## src/rtl/serial_alu.sv

```systemverilog
// -----------------------------------------------------------------------------
// serial_alu
//
// Bit-serial WIDTH-bit ALU sequencer. A full-width request is latched on
// start, then evaluated one bit per clock (LSB first) through a single 1-bit
// slice: a full adder with a registered carry, plus a 2-input logic unit.
// When the last bit has been processed the full-width result and flags are
// published and `done` pulses for one cycle.
//
// Parameters
//   WIDTH     operand / result width, legal range 2..64
//
// Ports
//   clock     system clock, all state changes on the rising edge
//   reset     synchronous, active-high
//   start     operation request, only sampled in IDLE
//   A, B      operands, latched when start is accepted
//   control   opcode, latched when start is accepted
//               control[2] = 0 : arithmetic, control[0] selects subtract
//               control[2] = 1 : logic, control[1:0] = AND/OR/NOR/XOR
//   busy      high while bits are being processed
//   done      one-cycle completion pulse
//   out       result, held until the next completion
//   carryout  carry out of the MSB (arithmetic only, else 0)
//   overflow  signed overflow (arithmetic only, else 0)
//   zero      high when out is 0
// -----------------------------------------------------------------------------
module serial_alu #(
    parameter int unsigned WIDTH = 32
) (
    input  logic             clock,
    input  logic             reset,
    input  logic             start,
    input  logic [WIDTH-1:0] A,
    input  logic [WIDTH-1:0] B,
    input  logic [2:0]       control,
    output logic             busy,
    output logic             done,
    output logic [WIDTH-1:0] out,
    output logic             carryout,
    output logic             overflow,
    output logic             zero
);

    localparam int unsigned    CW   = $clog2(WIDTH) + 1;
    localparam logic [CW-1:0]  LAST = CW'(WIDTH - 1);

    typedef enum logic [1:0] {
        IDLE = 2'd0,
        RUN  = 2'd1,
        DONE = 2'd2
    } state_t;

    state_t state;
    state_t state_next;

    // Sequencing and latched operands. The operand copies are shifted right
    // each RUN cycle so the slice always reads bit 0; count only decides
    // when the last bit is being processed.
    logic [CW-1:0]    count;
    logic             carry;
    logic [WIDTH-1:0] a_q;
    logic [WIDTH-1:0] b_q;
    logic [2:0]       ctrl_q;
    logic [WIDTH-1:0] res_q;

    // 1-bit slice
    logic             a_bit;
    logic             b_bit;
    logic             b_eff;
    logic             sum_bit;
    logic             carry_next;
    logic             logic_bit;
    logic             res_bit;
    logic             is_arith;
    logic             last_bit;
    logic [WIDTH-1:0] res_final;

    always_comb begin
        a_bit      = a_q[0];
        b_bit      = b_q[0];
        is_arith   = ~ctrl_q[2];
        b_eff      = b_bit ^ ctrl_q[0];
        sum_bit    = a_bit ^ b_eff ^ carry;
        carry_next = (a_bit & b_eff) | ((a_bit ^ b_eff) & carry);

        logic_bit = 1'b0;
        case (ctrl_q[1:0])
            2'b00:   logic_bit = a_bit & b_bit;
            2'b01:   logic_bit = a_bit | b_bit;
            2'b10:   logic_bit = ~(a_bit | b_bit);
            default: logic_bit = a_bit ^ b_bit;
        endcase

        res_bit   = is_arith ? sum_bit : logic_bit;
        // Result bits enter at the MSB end; after WIDTH shifts bit 0 of the
        // operation has arrived at bit 0 of the register.
        res_final = {res_bit, res_q[WIDTH-1:1]};
        last_bit  = (count == LAST);
    end

    // Next-state logic and state-derived outputs
    always_comb begin
        state_next = state;
        busy       = 1'b0;
        done       = 1'b0;
        case (state)
            IDLE: begin
                if (start) begin
                    state_next = RUN;
                end
            end
            RUN: begin
                busy = 1'b1;
                if (last_bit) begin
                    state_next = DONE;
                end
            end
            DONE: begin
                done       = 1'b1;
                state_next = IDLE;
            end
            default: begin
                state_next = IDLE;
            end
        endcase
    end

    always_ff @(posedge clock) begin
        if (reset) begin
            state <= IDLE;
        end else begin
            state <= state_next;
        end
    end

    always_ff @(posedge clock) begin
        if (reset) begin
            count    <= '0;
            carry    <= 1'b0;
            a_q      <= '0;
            b_q      <= '0;
            ctrl_q   <= '0;
            res_q    <= '0;
            out      <= '0;
            carryout <= 1'b0;
            overflow <= 1'b0;
            zero     <= 1'b1;
        end else begin
            case (state)
                IDLE: begin
                    if (start) begin
                        a_q    <= A;
                        b_q    <= B;
                        ctrl_q <= control;
                        count  <= '0;
                        carry  <= control[0];
                        res_q  <= '0;
                    end
                end
                RUN: begin
                    a_q   <= a_q >> 1;
                    b_q   <= b_q >> 1;
                    res_q <= res_final;
                    carry <= carry_next;
                    count <= count + CW'(1);
                    if (last_bit) begin
                        // carry holds the carry into the MSB at this point,
                        // carry_next the carry out of it.
                        out      <= res_final;
                        carryout <= is_arith & carry_next;
                        overflow <= is_arith & (carry ^ carry_next);
                        zero     <= (res_final == '0);
                    end
                end
                default: begin
                end
            endcase
        end
    end

endmodule

```

## config.mk

```make
export PLATFORM = sky130hd
export DESIGN_NAME = serial_alu
export DESIGN_NICKNAME = d
export VERILOG_FILES = /design/src/rtl/serial_alu.sv
export SDC_FILE = /design/constraint.sdc
export NUM_CORES = 1
export LEC_CHECK = 0
export BUFFER_PORTS_ARGS = -buffer_cell sky130_fd_sc_hd__buf_2
export CORE_MARGIN = 4
export CORE_UTILIZATION = 55
export CTS_CLUSTER_DIAMETER = 30
export DETAILED_ROUTE_END_ITERATION = 8
export PLACE_DENSITY = 0.8
export SLEW_MARGIN = 20
export SYNTH_ARGS = -nofsm -noshare
export SYNTH_HDL_FRONTEND = slang
export SYNTH_SLANG_ARGS = --single-unit
```

## constraint.sdc

```tcl
create_clock -name clock -period 2.3 [get_ports clock]
set_input_delay 0 -clock clock [delete_from_list [all_inputs] [get_ports clock]]
set_output_delay 0 -clock clock [all_outputs]
set_load 0.01 [all_outputs]
```

Word-level counts from Yosys, hierarchy flattened. Index checks and enable logic that the tools add are counted.

Word-level logic and storage cells: 58. Flip-flop bits (word level): 143.

Eq/ne operators: 7. Add/subtract/negate cells: 1. Reduce and logical (&&, ||, !) cells: 8. Multiplexer cells: 17. Bitwise gates (word level): 14.

Operators by type and width (count): 32-bit case mux with 2 select lines (3); 32-bit 2-to-1 mux (3); 32-bit logical NOT (1); 6-bit case mux with 2 select lines (1); 2-bit AND reduction (4); 6-bit by 1-bit adder with 6-bit output, second input constant (1); 6-bit by 5-bit equality test with 1-bit output, second input constant (1); 6-bit 2-to-1 mux (1); 1-bit bitwise AND (5); 1-bit XOR (5); 2-bit by 1-bit equality test with 1-bit output, second input constant (2); 2-bit equality test, second input constant (2); 2-bit logical NOT (2); 1-bit 2-to-1 mux (4); 2-bit 2-to-1 mux (2); 2-bit != test, second input constant (2); 2-bit case mux with 2 select lines (1); 1-bit case mux with 3 select lines (1); 1-bit inverter (2); 1-bit OR (2); 1-bit case mux with 2 select lines (1); 2-bit nonzero test (1).

Depth between registers and ports, before layout.
Word-level depth: 6. Mapped depth: 7. Depth with buffers taken out: 6.

Worst setup path before layout. Ideal clock, no wire load.

Kind: reg2reg. From: register count[0]. To: register overflow. Required time: 2.230 ns. Arrival: 1.644 ns. Library setup time: 0.070 ns. Cell stages (with the launch flop): 7. Setup slack: 0.586 ns. Period minus slack after synthesis: 1.714 ns. Cells stage by stage: dfxtp_1 > ha_1 > nand3_1 > or3_4 > buf_6 > or3_1 > a21oi_1.

Cells in the longest elaborated chain, start to end: 2.

RTL lines: start, declared (line 60) `logic [CW-1:0] count;`; start signal, assigned (line 166) `count <= count + CW'(1);`; 6-bit by 5-bit equality test with 1-bit output (line 99) `last_bit = (count == LAST);`; 2-bit AND reduction (no line); end signal, assigned (line 172) `overflow <= is_arith & (carry ^ carry_next);`; end, declared (line 41) `output logic overflow,`.

No other way between the ends. A chain may end at the register's enable or synchronous reset.

Final worst setup path.
From: register state[0]. To: register a_q[23].

Cells in the longest elaborated chain, start to end: 3. Elaborated cells on any way between the ends: 6. Classes of those cells: 2 x eq/ne; 1 x mux; 3 x reduce/logical.

RTL lines: start, declared (line 54) `state_t state;`; start signal, assigned (line 133) `state <= state_next;`; 2-bit by 1-bit equality test with 1-bit output or 2-bit logical NOT (tied branches) (line 150) `case (state)`; 2-bit nonzero test (no line) or 2-bit != test (tied branches); 2-bit AND reduction (no line); end signal, assigned (line 162) `a_q <= a_q >> 1;`; end, declared (line 62) `logic [WIDTH-1:0] a_q;`.

Several ways; a longest one is shown, not always the timed one.

==> metrics.yaml <==
worst_setup_path:
  end_kind: "register"
  startpoint: "state[0]"
  reg2reg_from: "state[0]"
  start_kind: "register"
  required_ps: 2770
  ff2ff_path_depth: 7
  crit_arrival_ps: 2560
  path_class: "reg -> reg"
  critPathCapture: "a_q[23]"
  r2r_setup_slack_ps: 210
  worstReg2RegEnd: "a_q[23]"
  critPathMaxFanout: 14
sta:
  timing.fmax_mhz: 478
  hold_ws_ps: 73.9
  setup_viol: 0
  tightest_slew_ps: 680
  post-route-min-period_ps: 2090
  fin_crit_sh_pct: 90.9
  slew_viol_final: 0
  rsz0062_at_grt: "false"
  finalClockSkew_ps: 6.97
  hold_viol: 0
  final.setup.worst_slack_ps: 209
  max_slew_margin_pct: 54.7
  final.setup.tns_ps: 0
finish:
  stdcell_count: 1019
  insertedDiodeCount: 0
  syn_to_final_growth_pct: 37.6
  design_area_sq_um: 7570
  fillers: 659
  nets: 947
  drive_gt1_share_pct: 18.5
  utilization_pct: 77.5
yosys:
  synth_edf_count: 0
  netlist_top_cells_count: "nor2_1, dfxtp_1, nand2_1"
  synth_top_area_cell: "dfxtp_1"
  yosysMostFrequentCell: "nor2_1"
  synth_area_leaders: "dfxtp_1, nor2_1, nand2_1, a21oi_1, nor4_1"
  ys.flop_type: "dfxtp_1"
  yosysTopAreaCellShare_pct: 51.6
  netlist_instances: 714
  syn-num-nets: 788
  synth_area_per_cell_sq_um: 7.71
  netlist_area_sq_um: 5500
  ys_ff_latch: 142
  ys_types: 35
  synthArstFlopShare_pct: 0
  yosys_warnings: 0
  ys_seq_area_share_pct: 51.6
drt:
  drcViolationCount: 0
  wl_met1_microns: 5990
  viasPerCell: 5.53
  wl_microns: 15400
  firstDrtPassIters: 5
  top_layer_used: "met4"
  wl_met3_microns: 911
  vias: 5636
  ant_nets: 0
  wl_per_cell_microns: 15.1
  met2_length_microns: 7910
  dr.first_iter.drc_count: 432
grt:
  grt_start_max_net_pins: 79
  gr-total-overflow: 0
  antenna_found_initial: 0
  grt_pass1_vias: 5514
  groute.usage.overall_pct: 26.5
  grt_first_pass_wirelength_microns: 24800
worst_hold_path:
  hold_path.class: "in -> reg"
  hold_start: "start"
placed_design:
  io_buffers: 106
  gp_congestion: 0.771
  place_ws_ps: 415
  dpl.hpwl_microns: 8250
  dpl_cell_area_sq_um: 6140
  place_inst: 910
cts:
  clock_sinks: 142
  path_clk_slew_ps: 60
  tritoncts: "built"
  clock_latency_ps: 520
  cts_buffers: 17
  cts_htree_levels: 4
  clock_path_buffers: 2
  clockRootBuffer: "clkbuf_8"
floorplanning:
  die_x_microns: 108
  rows: 36
  floorplan.initialDensity_pct: 56.3
  core-area_sq_um: 9770
  pin_count: 107
  design.die.area_sq_um: 11700
  fp.dieH_microns: 108
power_and_ir_drop:
  total_leakage_power_nw: 3.15
  power.total_mw: 6.35
  powerDensity_nw_per_um2: 839
  vdd_ir_drop_max_v: 0.000573
status:
  run_status: "complete, no violations"
job:
  drv_cap: 0
cell families (layout without fill, tap and decap cells):
family | after synthesis | after routing | share of synthesized area, %
buf+inv | 60 | 231 | 4.39
mux | 1 | 1 | 0.182
flops | 142 | 142 | 51.6
fa+ha+maj | 4 | 4 | 1.05
xor+xnor | 2 | 2 | 0.318
compound gates | 105 | 105 | 10.5
simple gates | 400 | 401 | 31.9
layer usage:
metal	GRT usage, %	up-vias
met4	13.0	0
li1	-	2733
met3	5.49	64
met5	0	-
met1	29.8	2598
met2	47.5	241
layout by cell type (no fill, tap or decap), drive strengths merged:
master       Yosys  routed
a2111oi          2       2
a211oi           2       2
a21oi           85      85
a22oi            8       8
a311oi           1       1
a31oi            1       1
and4             1       1
buf              6     124
bufinv           0       6
clkbuf          51      22
clkinv           0       3
clkinvlp         0       2
dfxtp          142     142
dlygate4sd3      0      71
fa               1       1
ha               3       3
inv              3       3
mux2i            1       1
nand2          117     117
nand2b           4       5
nand3           36      36
nand3b           2       2
nand4            1       1
nor2           170     170
nor2b            3       3
nor3             1       1
nor3b            2       2
nor4            59      59
o21ai            3       3
o21ba            1       1
o311ai           1       1
o32a             1       1
or3              2       2
or4              2       2
xnor2            1       1
xor2             1       1
sequential cells by signal, summed over array words and instances, names as in the netlist:
| name | count |
|---|---|
| res_q | 31 |
| carry | 1 |
| ctrl_q | 3 |
| carryout | 1 |
| b_q | 32 |
| zero | 1 |
| count | 6 |
| overflow | 1 |
| out | 32 |
| a_q | 32 |
| state | 2 |
power breakdown:
part,switching (mW),leakage [nW],internal (mW),total [mW]
clock,1.00,0.324,2.06,3.06
combinational,0.352,1.66,0.282,0.634
sequential,0.0758,1.16,2.58,2.66
worst max-delay path, cell delays in order, from the launching register on:
cell and delay [ps]:
dfxtp_1 540, nor3b_2 80, buf_4 200, nor2_2 200, buf_4 220, nand2_1 60, a21oi_1 150, dlygate4sd3_1 570
area by class of cell:
| cell class | instances | area (sq um) | area share, % |
|---|---|---|---|
| inverters | 3 | 11.3 | 0.149 |
| clock inverters | 11 | 210 | 2.78 |
| well taps | 133 | 166 | 2.20 |
| multi-input cells | 513 | 2450 | 32.4 |
| clock buffers | 21 | 459 | 6.06 |
| repair buffers | 196 | 1430 | 18.9 |
| flip-flops and latches | 142 | 2840 | 37.5 |
what timing repair did:
item	4_1_cts	5_1_grt
setup buffers	0	5
hold buffers	71	0
setup endpoints to repair	0	2
endpoints found under the hold margin	68	0
gates resized for setup	0	3
how the worst min path moves through the flow:
stage	cells after the start	to	slack [ps]
global route	3	state[0]	80
finish	3	state[0]	70
global placement	3	a_q[31]	250
floorplan	2	ctrl_q[1]	140
CTS	3	state[0]	40
detailed placement	3	a_q[31]	250
Note: power is estimated with default switching activity, not from simulation.
